## config.mk

```make
export PLATFORM = sky130hd
export DESIGN_NAME = pc_unit_ras
export DESIGN_NICKNAME = d
export VERILOG_FILES = /design/src/rtl/pc_unit_ras.sv
export SDC_FILE = /design/constraint.sdc
export NUM_CORES = 1
export LEC_CHECK = 0
export BUFFER_PORTS_ARGS = -buffer_cell sky130_fd_sc_hd__clkbuf_2
export CAP_MARGIN = 15
export CORE_MARGIN = 3
export CORE_UTILIZATION = 62
export CTS_CLUSTER_DIAMETER = 200
export DETAILED_ROUTE_END_ITERATION = 10
export GPL_TIMING_DRIVEN = 1
export PLACE_DENSITY = 0.86
export RECOVER_POWER = 25
export SETUP_SLACK_MARGIN = 0.2
export SYNTH_ARGS = -nofsm -noshare
export SYNTH_HDL_FRONTEND = slang
export SYNTH_SLANG_ARGS = --single-unit
```

## constraint.sdc

```tcl
create_clock -name clk -period 12.9 [get_ports clk]
set_input_delay 2.58 -clock clk [delete_from_list [all_inputs] [get_ports clk]]
set_output_delay 2.58 -clock clk [all_outputs]
set_load 0.01 [all_outputs]
```

## src/rtl/pc_unit_ras.sv

```systemverilog
// PC generator with commit handshake, misaligned-target fault FSM, external redirect and a circular RAS.
module pc_unit_ras #(
    parameter int unsigned            ADDR_WIDTH = 32,
    parameter logic [ADDR_WIDTH-1:0]  RESET_PC   = ADDR_WIDTH'(32'h80000000),
    parameter int unsigned            RAS_DEPTH  = 8,
    parameter int unsigned            ALIGN_BITS = 2
) (
    input  logic                           clk,
    input  logic                           rst,
    input  logic                           upd_valid,
    output logic                           upd_ready,
    input  logic [2:0]                     jump_kind,
    input  logic                           is_call,
    input  logic                           is_ret,
    input  logic [ADDR_WIDTH-1:0]          offset,
    input  logic [ADDR_WIDTH-1:0]          src1,
    input  logic                           branch_taken,
    input  logic [ADDR_WIDTH-1:0]          csr_pc,
    input  logic                           redirect_valid,
    input  logic [ADDR_WIDTH-1:0]          redirect_pc,
    output logic [ADDR_WIDTH-1:0]          pc,
    output logic [ADDR_WIDTH-1:0]          npc,
    output logic                           misalign,
    output logic [ADDR_WIDTH-1:0]          bad_target,
    output logic [ADDR_WIDTH-1:0]          ras_top,
    output logic [$clog2(RAS_DEPTH):0]     ras_count,
    output logic                           ras_mismatch
);

    localparam int unsigned PTR_W = $clog2(RAS_DEPTH);
    localparam int unsigned CNT_W = PTR_W + 1;
    localparam logic [CNT_W-1:0] CNT_MAX = CNT_W'(RAS_DEPTH);
    localparam logic [ADDR_WIDTH-1:0] ALIGN_MASK = ADDR_WIDTH'((64'd1 << ALIGN_BITS) - 64'd1);

    typedef enum logic {
        ST_RUN   = 1'b0,
        ST_FAULT = 1'b1
    } state_e;

    state_e                  state_q, state_d;
    logic [ADDR_WIDTH-1:0]   pc_q, pc_d;
    logic [ADDR_WIDTH-1:0]   badTarget_q, badTarget_d;
    logic                    misalign_q, misalign_d;
    logic                    rasMismatch_q, rasMismatch_d;
    logic [PTR_W-1:0]        rasPtr_q, rasPtr_d;
    logic [CNT_W-1:0]        rasCount_q, rasCount_d;
    logic [ADDR_WIDTH-1:0]   rasMem_q [RAS_DEPTH];

    logic [ADDR_WIDTH-1:0]   seqTarget;
    logic [ADDR_WIDTH-1:0]   jalTarget;
    logic [ADDR_WIDTH-1:0]   jalrTarget;
    logic [ADDR_WIDTH-1:0]   nextPc;
    logic                    needsAlign;
    logic                    misaligned;
    logic                    accept;
    logic                    applyUpdate;
    logic                    rasEmpty;
    logic [PTR_W-1:0]        rasTopIdx;
    logic [ADDR_WIDTH-1:0]   rasTopValue;
    logic                    rasWrEn;
    logic [PTR_W-1:0]        rasWrIdx;

    assign seqTarget  = pc_q + ADDR_WIDTH'(4);
    assign jalTarget  = pc_q + offset;
    assign jalrTarget = (src1 + offset) & ~ADDR_WIDTH'(1);

    always_comb begin
        nextPc = seqTarget;
        case (jump_kind)
            3'd0:    nextPc = jalTarget;
            3'd1:    nextPc = jalrTarget;
            3'd2:    nextPc = branch_taken ? jalTarget : seqTarget;
            3'd3:    nextPc = csr_pc;
            default: nextPc = seqTarget;
        endcase
    end

    // Trap/CSR targets are trusted; only control-flow targets from decode are alignment-checked.
    assign needsAlign  = (jump_kind == 3'd0) || (jump_kind == 3'd1) ||
                         ((jump_kind == 3'd2) && branch_taken);
    assign misaligned  = needsAlign && ((nextPc & ALIGN_MASK) != '0);
    assign upd_ready   = (state_q == ST_RUN);
    assign accept      = upd_valid && upd_ready;
    assign applyUpdate = accept && !redirect_valid && !misaligned;

    assign rasEmpty    = (rasCount_q == '0);
    assign rasTopIdx   = rasPtr_q - PTR_W'(1);
    assign rasTopValue = rasMem_q[rasTopIdx];

    always_comb begin
        state_d     = state_q;
        pc_d        = pc_q;
        badTarget_d = badTarget_q;
        misalign_d  = 1'b0;
        if (redirect_valid) begin
            pc_d        = redirect_pc;
            badTarget_d = '0;
            state_d     = ST_RUN;
        end else begin
            case (state_q)
                ST_RUN: begin
                    if (accept) begin
                        if (misaligned) begin
                            badTarget_d = nextPc;
                            misalign_d  = 1'b1;
                            state_d     = ST_FAULT;
                        end else begin
                            pc_d = nextPc;
                        end
                    end
                end
                ST_FAULT: begin
                    state_d = ST_FAULT;
                end
                default: begin
                    state_d = ST_RUN;
                end
            endcase
        end
    end

    // Combined call+ret replaces the top entry in place, so depth is unchanged unless the stack was empty.
    always_comb begin
        rasPtr_d      = rasPtr_q;
        rasCount_d    = rasCount_q;
        rasWrEn       = 1'b0;
        rasWrIdx      = rasPtr_q;
        rasMismatch_d = 1'b0;
        if (applyUpdate) begin
            if (is_call && is_ret) begin
                rasWrEn = 1'b1;
                if (rasEmpty) begin
                    rasMismatch_d = 1'b1;
                    rasWrIdx      = rasPtr_q;
                    rasPtr_d      = rasPtr_q + PTR_W'(1);
                    rasCount_d    = CNT_W'(1);
                end else begin
                    rasMismatch_d = (rasTopValue != jalrTarget);
                    rasWrIdx      = rasTopIdx;
                end
            end else if (is_ret) begin
                if (rasEmpty) begin
                    rasMismatch_d = 1'b1;
                end else begin
                    rasMismatch_d = (rasTopValue != jalrTarget);
                    rasPtr_d      = rasTopIdx;
                    rasCount_d    = rasCount_q - CNT_W'(1);
                end
            end else if (is_call) begin
                rasWrEn    = 1'b1;
                rasWrIdx   = rasPtr_q;
                rasPtr_d   = rasPtr_q + PTR_W'(1);
                rasCount_d = (rasCount_q == CNT_MAX) ? rasCount_q : rasCount_q + CNT_W'(1);
            end
        end
    end

    always_ff @(posedge clk) begin
        if (rst) begin
            state_q       <= ST_RUN;
            pc_q          <= RESET_PC;
            badTarget_q   <= '0;
            misalign_q    <= 1'b0;
            rasMismatch_q <= 1'b0;
            rasPtr_q      <= '0;
            rasCount_q    <= '0;
        end else begin
            state_q       <= state_d;
            pc_q          <= pc_d;
            badTarget_q   <= badTarget_d;
            misalign_q    <= misalign_d;
            rasMismatch_q <= rasMismatch_d;
            rasPtr_q      <= rasPtr_d;
            rasCount_q    <= rasCount_d;
        end
    end

    // Entry contents need no reset: ras_count gates every read.
    always_ff @(posedge clk) begin
        if (!rst && rasWrEn) begin
            rasMem_q[rasWrIdx] <= seqTarget;
        end
    end

    assign pc           = pc_q;
    assign npc          = nextPc;
    assign misalign     = misalign_q;
    assign bad_target   = badTarget_q;
    assign ras_top      = rasEmpty ? '0 : rasTopValue;
    assign ras_count    = rasCount_q;
    assign ras_mismatch = rasMismatch_q;

endmodule

```

## Yosys cells after proc, flatten, opt, wreduce, memory -nomap -nowiden

Memory sizes are Yosys's and may differ from the RTL's.
Cells that the tools add are included.

- Bits of input ports: 138
- Memories: 1
- Output and inout bits: 135
- Bits in writable memories: 256
- Bits in latches: 0
- ROM bits: 0
- Register bits: 74

Memory list:

| name | depth | width | read ports | clocked after Yosys merged registers in | write ports | line | text |
|---|---|---|---|---|---|---|---|
| rasMem_q | 8 | 32 | 1 | 0 | 1 | 47 | `logic [ADDR_WIDTH-1:0] rasMem_q [RAS_DEPTH];` |

- Equality and inequality tests: 10
- Multipliers: 0
- Div/mod/pow operators: 0
- Shift-type cells: 0
- Add/subtract/negate cells: 7
- Reduce and logical (&&, ||, !) cells: 24
- Bitwise logic cells: 2
- Magnitude comparators: 0
- Muxes and demuxes: 32

Operators by type and width:

| cell | count |
|---|---|
| $mux W32 | 6 |
| $pmux W32 S4 | 1 |
| $add A32 B32 Y32 | 2 |
| $add A32 B3 Y32 const B | 1 |
| $ne A32 B32 Y1 | 1 |
| $reduce_bool A32 Y1 | 1 |
| $mux W4 | 6 |
| $mux W3 | 7 |
| $mux W1 | 11 |
| $reduce_and A3 Y1 | 3 |
| $logic_and A1 B1 Y1 | 7 |
| $eq A3 B2 Y1 const B | 2 |
| $ne A2 B2 Y1 const B | 3 |
| $reduce_and A5 Y1 | 1 |
| $add A4 B1 Y4 const B | 1 |
| $eq A4 B4 Y1 const B | 1 |
| $logic_not A4 Y1 | 1 |
| $reduce_or A2 Y1 | 2 |
| $sub A4 B1 Y4 const B | 1 |
| $add A3 B1 Y3 const B | 1 |
| $eq A3 B1 Y1 const B | 1 |
| $logic_not A1 Y1 | 3 |
| $logic_not A3 Y1 | 1 |
| $ne A3 B2 Y1 const B | 1 |
| other kinds (8) | 10 |

## Logic depth before layout (Yosys ltp)

Gate-level depths: netlist of the first run.

- Depth in word-level cells: 11
- Depth in mapped cells: 22
- Mapped depth without buffers: 13

## Worst setup path after synthesis of the first run

OpenSTA, ideal clock, no wires.

- Path kind: input to register
- Start: in offset[0]
- End: mem rasMem_q[6][0], enable pin
- Setup slack: 5021 ps
- Stages on the path: 12
- Library setup time: 461 ps
- Data arrival time: 7418 ps
- Data required time: 12439 ps
- Cells stage by stage: ha_1 > fa_1 > a222oi_1 > a221o_1 > and3_1 > nand2b_1 > buf_2 > or3_4 > o21ai_1 > o21ai_1 > o2bb2a_1 > nor3_1

- Word-level cells in the longest chain between the ends: 11
- Elaborated cells on any way between the ends: 13

Ends and longest elaborated chain:

| element | line | text |
|---|---|---|
| from (decl) | 15 | `input logic [ADDR_WIDTH-1:0] offset,` |
| $add A32 B32 Y32 | 64 | `assign jalTarget = pc_q + offset;` |
| $mux W32 | 72 | `3'd2: nextPc = branch_taken ? jalTarget : seqTarget;` |
| $pmux W32 S4 * | 69 | `case (jump_kind)` |
| $reduce_bool A32 Y1 * | 81 | `assign misaligned = needsAlign && ((nextPc & ALIGN_MASK) != '0);` |
| $logic_and A1 B1 Y1 * | 81 |  |
| $logic_not A1 Y1 * | 84 | `assign applyUpdate = accept && !redirect_valid && !misaligned;` |
| $logic_and A1 B1 Y1 * | 84 |  |
| $mux W1 | 129 | `if (applyUpdate) begin` |
| $logic_and A1 B1 Y1 | 180 | `if (!rst && rasWrEn) begin` |
| $mux W1 | 180 |  |
| $mux W1 (implied by the code) | 181 | `rasMem_q[rasWrIdx] <= seqTarget;` |
| to (decl) | 47 |  |

Mark *: on every way between the ends. The rest lies on a longest branch, timed or not.

## Worst setup path after layout of the first run

- Start: in offset[0]
- End: out npc[30]

- Word-level cells in the longest chain between the ends: 3
- Elaborated cells on any way between the ends: 4

Ends and longest elaborated chain:

| element | line | text |
|---|---|---|
| $add A32 B32 Y32 | 64 |  |
| $mux W32 | 72 |  |
| $pmux W32 S4 * | 69 |  |
| to (decl) | 22 | `output logic [ADDR_WIDTH-1:0] npc,` |

Marked as above.

==> metrics.cfg, run 1 <==
[setup_path]
cp-start-kind = input port
crit_arrival_ns = 6.29
rr_startpoint = pc[0]
cp.required_ns = 10.32
r2r_slack_ns = 6.90
r2r_end = rasMem_q[5][10]
crit_fanout = 4
critical_path_class = in2out
worstSetupEndpointType = output pin
reg2reg_depth = 12

[run]
cap_violations = 0

[synthesis]
synthTopCellsByArea = edfxtp_1, dfxtp_1, mux4_2
synth_top_flop_cell = edfxtp_1
ys_warn_count = 0
synth_area_leader_cell = edfxtp_1
synth_most_common_cell = edfxtp_1
synth_top_area_share_pct = 42.1
synth-simple-area-share_pct = 12.4
yosysUniqueCellTypes = 77
synthAdderAreaFrac_pct = 4.85
synthCells = 1587
synth-seq-cells = 330
synth_edf_count = 256
synth_nets = 1794
async_flop_share_pct = 0
seq_area_frac_synth_pct = 50.2
synth-compound-area-share_pct = 12.8
synthTopCellsByCount = edfxtp_1, nor2_1, a21oi_1
netlist_area_um2 = 18300
synth_top_family_by_area = compound AO/OA/AOI/OAI gates
synthXorXnorAreaFrac_pct = 6.17
synth_mux_area_share_pct = 10.4
avgSynthCellArea_um2 = 11.5

[cts]
cts_setup_buffers = 0
clkTransAtPathRegs_ns = 0.06
clkLatencyLatePin_ns = 0.54
clk_path_buf_depth = 3
cts_buffers = 35
cts_sinks = 330
postCtsHoldBufs = 0
cts-resized-gates = 0
clockRootBuffer = clkbuf_16
cts_tree = built
cts_htree_levels = 2

[final_layout]
nets = 2044
utilization_pct = 73.0
drive_above_1_share_pct = 23.2
fillers = 1992
syn_to_final_growth_pct = 15.4

[min_path]
hold_end = bad_target[19]
hold_path.class = reg2reg
whs_path_depth = 2
min_from = bad_target[19]

[global_route]
grt_pass1_vias = 14066
track_usage_pct = 35.0
grt_overflow_total = 0
grt_first_pass_wirelength_um = 83200
grt_max_degree = 65
antenna_found_initial = 3

[power_and_ir_drop]
ir_drop_uv = 141
p_comb_share_pct = 30.3
switching_share_pct = 33.0
intPower_w = 0.00209
clkPwrFrac_pct = 31.2
p_leak_nw = 8.37
p_switching_w = 0.00103
power_w = 0.00312
seqPwrFrac_pct = 38.5
power_density_nw_per_um2 = 148

[detailed_routing]
drc_errors = 0
vias = 14828
firstDrtPassIters = 6
drtIter0Drc = 1846
wl_per_cell_um = 25.0
wirelength_um = 56200
postRouteAntennaNets = 0
viasPerCell = 6.60

[sta]
hold_viol_final = 0
holdWs_ns = 0.497
rsz0062_at_grt = false
finalSetupViolations = 0
slew_headroom_pct = 33.7
skew_ns = 0.0250
fmax_mhz = 113
period_needed_ns = 8.87
period_share_pct = 68.8
slew_viol_final = 0
worst_pin_slew_ns = 0.987
fin_setup_tns_ns = 0

[placed_design]
portBuffers = 272
gp_congestion = 0.972
dp_hpwl_um = 40300

[floorplan]
core_area_um2 = 28900
rows = 62
ios = 273
die-area_um2 = 31500
dieHeight_um = 178
initial_core_util_pct = 63.2
die-width_um = 178

[run_status]
status = complete, no violations

[flip-flops by register name (all words and copies together), names as in the netlist]
| name | flops |
|---|---|
| rasMem_q | 256 |
| pc | 32 |
| bad_target | 32 |
| rasPtr_q | 3 |
| ras_count | 4 |
| state_q | 1 |
| misalign | 1 |
| ras_mismatch | 1 |
[cells by family (layout without fill, tap and decap cells)]
family / count (synthesis) / after routing
simple gates: 475 / 475
compound gates: 356 / 356
flops: 330 / 330
buf+inv: 137 / 410
xor+xnor: 112 / 112
mux: 108 / 108
fa+ha+maj: 69 / 69
other cells: 0 / 3
[area by class of cell]
| cell class | count | area, um2 | share of cell area, % |
|---|---|---|---|
| sequential | 330 | 9170 | 43.5 |
| multi-input combinational | 1120 | 8560 | 40.7 |
| timing repair buffer | 297 | 1550 | 7.35 |
| clock buffer | 47 | 925 | 4.39 |
| tap | 384 | 480 | 2.28 |
| inverter | 53 | 199 | 0.944 |
| clock inverter | 13 | 168 | 0.796 |
| antenna | 3 | 7.51 | 0.0356 |
[per-layer routing]
metal / vias to the layer above / global-route usage (%) / part of all wire (%)
met5: - / 0 / 0.012
met4: 2 / 16.5 / 5.7
met3: 207 / 6.74 / 9.8
met2: 962 / 56.1 / 47
met1: 7122 / 46.4 / 37
li1: 6535 / - / -
[worst max-delay path by stage]
stage	start	slack, ns	to
finish	offset[0]	4.03	npc[30]
detailed placement	offset[0]	4.15	npc[30]
floorplan	offset[0]	5.02	rasMem_q[6][0]
global route	offset[0]	3.72	npc[30]
global placement	offset[10]	4.25	npc[31]
CTS	offset[0]	4.13	npc[30]
[critical path: stages]
cell      delay, ns
clkbuf_2       0.12
ha_1           0.19
fa_1           0.22
a21o_1         0.12
a21oi_1        0.10
nor4b_1        0.58
o21ai_0        0.31
o21ai_0        0.62
a211oi_1       0.22
o21ai_0        0.32
a21oi_1        0.13
mux2i_1        0.13
a211oi_1       0.39
inv_1          0.10
clkbuf_2       0.15
[cells in the final DEF, fill, tap and decap left out, drive strengths merged, types with 6 or more instances in the layout]
cell type,instances
nand2,84
xnor3,10
o22ai,6
clkinv,9
a21oi,104
a31oi,10
buf,25
nand2b,20
a211oi,29
clkbuf,319
a21o,24
o21ai,77
and2,7
a22o,9
a221oi,11
nor4,6
nor2,191
nor4b,8
ha,66
o21a,7
mux4,64
or3,13
edfxtp,256
dfxtp,74
nand4,20
nor3,45
xor2,45
nor2b,13
nand3,34
mux2i,40
o21bai,14
a222oi,16
inv,55
xnor2,57
and3,11
[power groups by stage]
| stage | logic (W) | registers (W) | clock network, W |
|---|---|---|---|
| 2_1_floorplan | 0.000619 | 0.00122 | 0 |
| 3_3_place_gp | 0.000899 | 0.00122 | 0 |
| 3_5_place_dp | 0.000914 | 0.00122 | 0 |
| 4_1_cts | 0.000927 | 0.00120 | 0.000978 |
| 5_1_grt | 0.000999 | 0.00120 | 0.00102 |
| 6_report | 0.000944 | 0.00120 | 0.000974 |
[stage by stage]
| step | setup WS (ns) | cell area (um2) | std cells |
|---|---|---|---|
| floorplan | 5.02 | 18300 | 1587 |
| global placement | 4.25 | 20000 | 2184 |
| detailed placement | 4.15 | 20000 | 2184 |
| CTS | 4.13 | 21100 | 2244 |
| global route | 3.72 | 21100 | 2244 |
| finish | 4.03 | 21100 | 2247 |
Note: power is estimated with default switching activity, not from simulation.
==> run 2, diff against run 1 <==
Settings changed: CORE_UTILIZATION 62 to 52, PLACE_DENSITY 0.86 to 0.77.
Clock period 12.9 ns to 7.5 ns, I/O delays scaled along.
==> run 2 against run 1 <==
Clock skew fell by 0.0052 ns. Cell count up 3.0%. Power rose by 70%. Non-clock buffer count is 4 higher. Global-route usage is 5.5 points lower. Register-to-register slack worse by 4.9 ns. Core utilization is 11 points lower. Via count shrank 1.4%. Setup slack lost 3.3 ns.
==> metrics.cfg, run 2 (synthesized netlist as in run 1, its figures left out) <==
[run_status]
status = complete, no violations

[cts]
cts_tree = built
clockRootBuffer = clkbuf_16
clkLatencyLatePin_ns = 0.54  ; about the same
cts_htree_levels = 2  ; unchanged
cts_setup_buffers = 0  ; unchanged
clk_path_buf_depth = 3  ; unchanged
clkTransAtPathRegs_ns = 0.06  ; about the same
cts_buffers = 34  ; -2.9%
cts-resized-gates = 0  ; unchanged
postCtsHoldBufs = 0  ; unchanged
cts_sinks = 330  ; unchanged

[setup_path]
cp.required_ns = 6.00  ; -4.32 ns
worst-path-buf-inv = 3  ; unchanged
worstSetupEndpointType = output pin
cp_slowest_cell = o41ai_1
crit_chain = clkbuf_2, ha_1, a21oi_1, o21ai_1, and4b_1, o22ai_1, o41ai_1, o21ai_0, a21oi_1, xor2_1, a211oi_1, inv_1, clkbuf_2
cp-start-kind = input port
critical_path_class = in2out
crit_arrival_ns = 5.31  ; -0.98 ns
crit_fanout = 7  ; +3
cpPeakStageDelay_ns = 0.85  ; +0.23 ns
critical-path-top-delay-family = compound AO/OA/AOI/OAI gates

[sta]
period_needed_ns = 6.81
skew_ns = 0.0198  ; -0.00524 ns
holdWs_ns = 0.499  ; +0.00229 ns
slew_viol_final = 0  ; unchanged
period_share_pct = 90.9
fmax_mhz = 147
slew_headroom_pct = 31.0  ; -2.7 points
finalSetupViolations = 0  ; unchanged
worst_pin_slew_ns = 1.03  ; +0.0407 ns
fin_setup_tns_ns = 0  ; unchanged
rsz0062_at_grt = false
hold_viol_final = 0  ; unchanged

[detailed_routing]
vias = 14622  ; -1.4%
drtIter0Drc = 1808  ; -2.1%
wirelength_um = 56700  ; +1.0%
drc_errors = 0  ; unchanged
wl_per_cell_um = 24.5  ; -1.9%
firstDrtPassIters = 6  ; unchanged
viasPerCell = 6.32  ; -4.2%
postRouteAntennaNets = 0  ; unchanged

[placed_design]
dp_hpwl_um = 41500  ; +3.0%
portBuffers = 272  ; unchanged
gp_congestion = 0.975  ; +0.26%

[global_route]
antenna_found_initial = 2  ; -1
grt_first_pass_wirelength_um = 85900  ; +3.2%
grt_pass1_vias = 14239  ; +1.2%
track_usage_pct = 29.5  ; -5.5 points
grt_overflow_total = 0  ; unchanged
grt_max_degree = 48  ; -26%

[run]
cap_violations = 0  ; unchanged

[final_layout]
final_cell_mix = edfxtp_1, clkbuf_2, nor2_1
drive_above_1_share_pct = 21.5  ; -1.7 points
largest_reg_flops = 256  ; unchanged
syn_to_final_growth_pct = 15.5  ; about the same
nets = 2047  ; +0.15%
utilization_pct = 61.9  ; -11 points
largest-register = rasMem_q
final_common_cell = edfxtp_1

[floorplan]
dieHeight_um = 193  ; +8.9%
core_area_um2 = 34000  ; +18%
initial_core_util_pct = 53.6  ; -9.6 points
rows = 67  ; +8.1%
ios = 273  ; unchanged
die-area_um2 = 37400  ; +19%
die-width_um = 193  ; +8.9%

[power_and_ir_drop]
power_density_nw_per_um2 = 252  ; +70%
p_leak_nw = 8.24  ; -1.6%
ir_drop_uv = 185  ; +31%

[min_path]
hold_path.class = reg2reg

[run 2: changes by cell type in the layout (fill, tap and decap cells not counted), moves of 2 or more]
cell        delta
clkinv_2       +4
clkbuf_2      -40
diode_2        -2
buf_4          +3
clkbuf_1      +34
clkinvlp_2     +2
clkinv_1       +3
[run 2: worst reg2reg max path: stages (launching register included)]
cell and delay (ns):
dfxtp_1 0.42, inv_1 0.07, ha_2 0.96, buf_4 0.52, mux4_1 0.38, mux2i_1 0.38, xnor3_1 0.39, o21ai_0 0.38
or4_1 0.54, or4_1 0.53, nor4_2 0.26, nand4_1 0.21, nor4_2 0.24, nor3_1 0.10
[run 2: area by class of cell]
cell class,count,area [um2]
sequential,330,9170
tap,448,561
clock buffer,39,880
fill,2706,13000
timing repair buffer,301,1530
clock inverter,22,174
antenna,1,2.50
inverter,53,199
multi-input combinational,1120,8570
[run 2: where the power goes]
group | internal, W | switching (W) | leakage, nW | total (W)
Sequential | 0.00202 | 0.0000427 | 2.95 | 0.00206
Clock | 0.000890 | 0.000721 | 0.514 | 0.00161
Combinational | 0.000637 | 0.00100 | 4.78 | 0.00164
[run 2: routing by layer]
layer	global-route usage (%)	routed length [um]	vias to the layer above	share of wire, %
li1	-	-	6550	-
met1	39.7	22600	7154	40
met2	48.9	27000	799	48
met3	5.67	5090	117	9.0
met4	9.32	2090	2	3.7
met5	0	11	-	0.019
[run 2: final timing paths]
| check | slack, ns | endpoint | cells past startpoint | startpoint |
|---|---|---|---|---|
| max | 0.69 | npc[31] | 13 | offset[10] |
| min | 0.50 | bad_target[13] | 2 | bad_target[13] |
| max reg2reg | 1.98 | ras_mismatch | 13 | rasPtr_q[1] |
| min reg2reg | 0.50 | bad_target[13] | 2 | bad_target[13] |
[run 2: through the flow]
step | instance area (um2) | cells | setup WS, ns | power, W
3_3_place_gp | 20100 | 2252 | 0.859 | 0.00368
3_5_place_dp | 20100 | 2252 | 0.833 | 0.00371
4_1_cts | 21100 | 2313 | 0.803 | 0.00531
2_1_floorplan | 18300 | 1587 | 0.701 | 0.00316
6_report | 21100 | 2314 | 0.685 | 0.00531
5_1_grt | 21100 | 2314 | 0.387 | 0.00550
==> run 3, diff against run 2 <==
Settings changed: CORE_UTILIZATION 52 to 62, PLACE_DENSITY 0.77 to 0.86.
Clock period 7.5 ns to 8.48 ns, I/O delays scaled along.
==> run 3 against run 2 <==
Sequential cell count unchanged. Non-clock buffer count shrank 2. Die area shrank 16%. First-iteration DRC count grew 7.7%. Register-to-register slack better by 0.81 ns. Critical path depth increased by 2. Count of clock-buffer cells in the layout up 8. Critical path type unchanged. Highest routed layer is now met4. Setup slack better by 0.65 ns. Largest power group unchanged. Via count grew 1.5%. Largest cell class unchanged.
==> metrics.cfg, run 3 (synthesized netlist as in run 1, its figures left out) <==
[final_layout]
final_cell_mix = edfxtp_1, clkbuf_2, nor2_1
regArea_um2 = 9170  ; unchanged
drive_above_1_share_pct = 22.1  ; +0.61 points
insertedDiodeCount = 0  ; -1
largest_reg_flops = 256  ; unchanged
largest-register = rasMem_q
fillers = 2027  ; -25%
utilization_pct = 72.8  ; +11 points
nets = 2046  ; -0.049%
syn_to_final_growth_pct = 15.2
multi_input_area_um2 = 8560  ; about the same
final_common_cell = edfxtp_1

[setup_path]
reg2reg_depth = 14  ; +1
r2r_slack_ns = 2.79  ; +0.81 ns
rr_startpoint = rasPtr_q[0]
cp-start-kind = input port
critical_path_class = in2out
cp.required_ns = 6.78  ; +0.78 ns
startpoint = offset[0]
crit_arrival_ns = 5.45  ; +0.14 ns
crit_fanout = 4  ; -3
worstSetupEndpointType = output pin
r2r_end = ras_mismatch
cp-endpoint = npc[30]

[cts]
clk_path_buf_depth = 3  ; unchanged
clockRootBuffer = clkbuf_16
cts_htree_levels = 2  ; unchanged
cts_tree = built
cts_sinks = 330  ; unchanged
clkLatencyLatePin_ns = 0.53  ; about the same
cts_setup_buffers = 0  ; unchanged
postCtsHoldBufs = 0  ; unchanged
cts_buffers = 35  ; +2.9%
clkTransAtPathRegs_ns = 0.06  ; about the same
cts-resized-gates = 0  ; unchanged

[global_route]
grt_use_met3_pct = 6.48  ; +0.81 points
grt_first_pass_wirelength_um = 82400  ; -4.1%
global_route.usage.met1_pct = 46.1  ; +6.4 points
grtUsageMet2_pct = 55.8  ; +6.9 points
grt_overflow_total = 0  ; unchanged
grt_max_degree = 65  ; +35%
track_usage_pct = 34.6  ; +5.1 points
busiest_layer = met2
grt_pass1_vias = 14058  ; -1.3%
antenna_found_initial = 1  ; -1

[sta]
fin_setup_tns_ns = 0  ; unchanged
rsz0062_at_grt = false
period_needed_ns = 7.15
slew_headroom_pct = 32.5  ; +1.5 points
period_share_pct = 84.3
slew_viol_final = 0  ; unchanged
skew_ns = 0.0136  ; -0.00620 ns
finalSetupViolations = 0  ; unchanged
fmax_mhz = 140
worst_pin_slew_ns = 1.00  ; -0.0226 ns
hold_viol_final = 0  ; unchanged
holdWs_ns = 0.500  ; +0.000991 ns

[power_and_ir_drop]
seqPwrFrac_pct = 38.8  ; about the same
p_comb_share_pct = 30.6  ; -0.3 points
ir_drop_uv = 214  ; +16%
power_density_nw_per_um2 = 224  ; -11%
switching_share_pct = 33.1  ; -0.14 points
p_leak_nw = 8.29  ; +0.61%
p_switching_w = 0.00156  ; -12%
intPower_w = 0.00315  ; -11%
clkPwrFrac_pct = 30.5  ; +0.2 points

[run_status]
status = complete, no violations

[detailed_routing]
wl_per_cell_um = 24.9  ; +1.6%
drtIter0Drc = 1947  ; +7.7%
wirelength_um = 56000  ; -1.4%
firstDrtPassIters = 10  ; +4
viasPerCell = 6.61  ; +4.6%
drc_errors = 0  ; unchanged
postRouteAntennaNets = 0  ; unchanged
vias = 14848  ; +1.5%

[floorplan]
core_area_um2 = 28900  ; -15%
die-width_um = 178  ; -8.2%
rows = 62  ; -7.5%
ios = 273  ; unchanged
initial_core_util_pct = 63.2  ; +9.6 points
die-area_um2 = 31500  ; -16%
dieHeight_um = 178  ; -8.2%

[run]
cap_violations = 0  ; unchanged

[min_path]
hold_path.class = reg2reg
whs_path_depth = 2  ; unchanged

[placed_design]
dp_hpwl_um = 40300  ; -3.0%
gp_congestion = 0.987  ; +1.2%
portBuffers = 272  ; unchanged

[run 3: cell count changes in the layout (fill, tap and decap cells not counted), sizes merged]
cell      before  now
diode          1    0
clkinvlp       3    2
clkbuf       312  320
inv           56   54
clkinv        15   10
buf           28   26
[run 3: layout make-up]
class | count | share of cell area, %
Sequential cell | 330 | 43.6
Multi-Input combinational cell | 1120 | 40.7
Timing Repair Buffer | 299 | 7.30
Clock buffer | 47 | 4.38
Tap cell | 384 | 2.29
Inverter | 53 | 0.947
Clock inverter | 14 | 0.691
[run 3: how the worst min path moves through the flow]
stage	to	slack, ns	start
2_1_floorplan	ras_count[2]	0.51	ras_count[2]
3_3_place_gp	bad_target[17]	0.48	bad_target[17]
3_5_place_dp	bad_target[21]	0.49	bad_target[21]
4_1_cts	bad_target[21]	0.50	bad_target[21]
5_1_grt	bad_target[6]	0.52	bad_target[6]
6_report	bad_target[24]	0.50	bad_target[24]
[run 3: power by group through the flow]
stage / clock network [W] / registers (W) / logic (W)
floorplan: 0 / 0.00185 / 0.000941
global placement: 0 / 0.00186 / 0.00137
detailed placement: 0 / 0.00186 / 0.00140
CTS: 0.00145 / 0.00183 / 0.00142
global route: 0.00151 / 0.00183 / 0.00153
finish: 0.00143 / 0.00183 / 0.00144
[run 3: critical path, stage by stage]
cell and delay [ns]:
clkbuf_2 0.12, ha_1 0.19, fa_1 0.22, a21o_1 0.12, a21oi_1 0.11, nor4b_1 0.56, o21ai_0 0.31, o21ai_0 0.66
a211oi_1 0.22, o21ai_0 0.31, a21oi_1 0.13, mux2i_1 0.13, a211oi_1 0.44, inv_1 0.10, clkbuf_2 0.15
[run 3: routing by layer]
metal / vias to the layer above / wire length, um
li1: 6524 / -
met2: 955 / 26800
met3: 192 / 5310
met1: 7177 / 21000
met4: 0 / 2820
met5: - / 0
[run 3: through the flow]
stage	instance area, um2	total power, W	setup WS [ns]	cells
finish	21000	0.00470	1.33	2247
global route	21000	0.00486	0.962	2247
CTS	21000	0.00470	1.50	2247
detailed placement	20000	0.00326	1.54	2186
global placement	20000	0.00323	1.60	2186
floorplan	18300	0.00279	1.48	1587
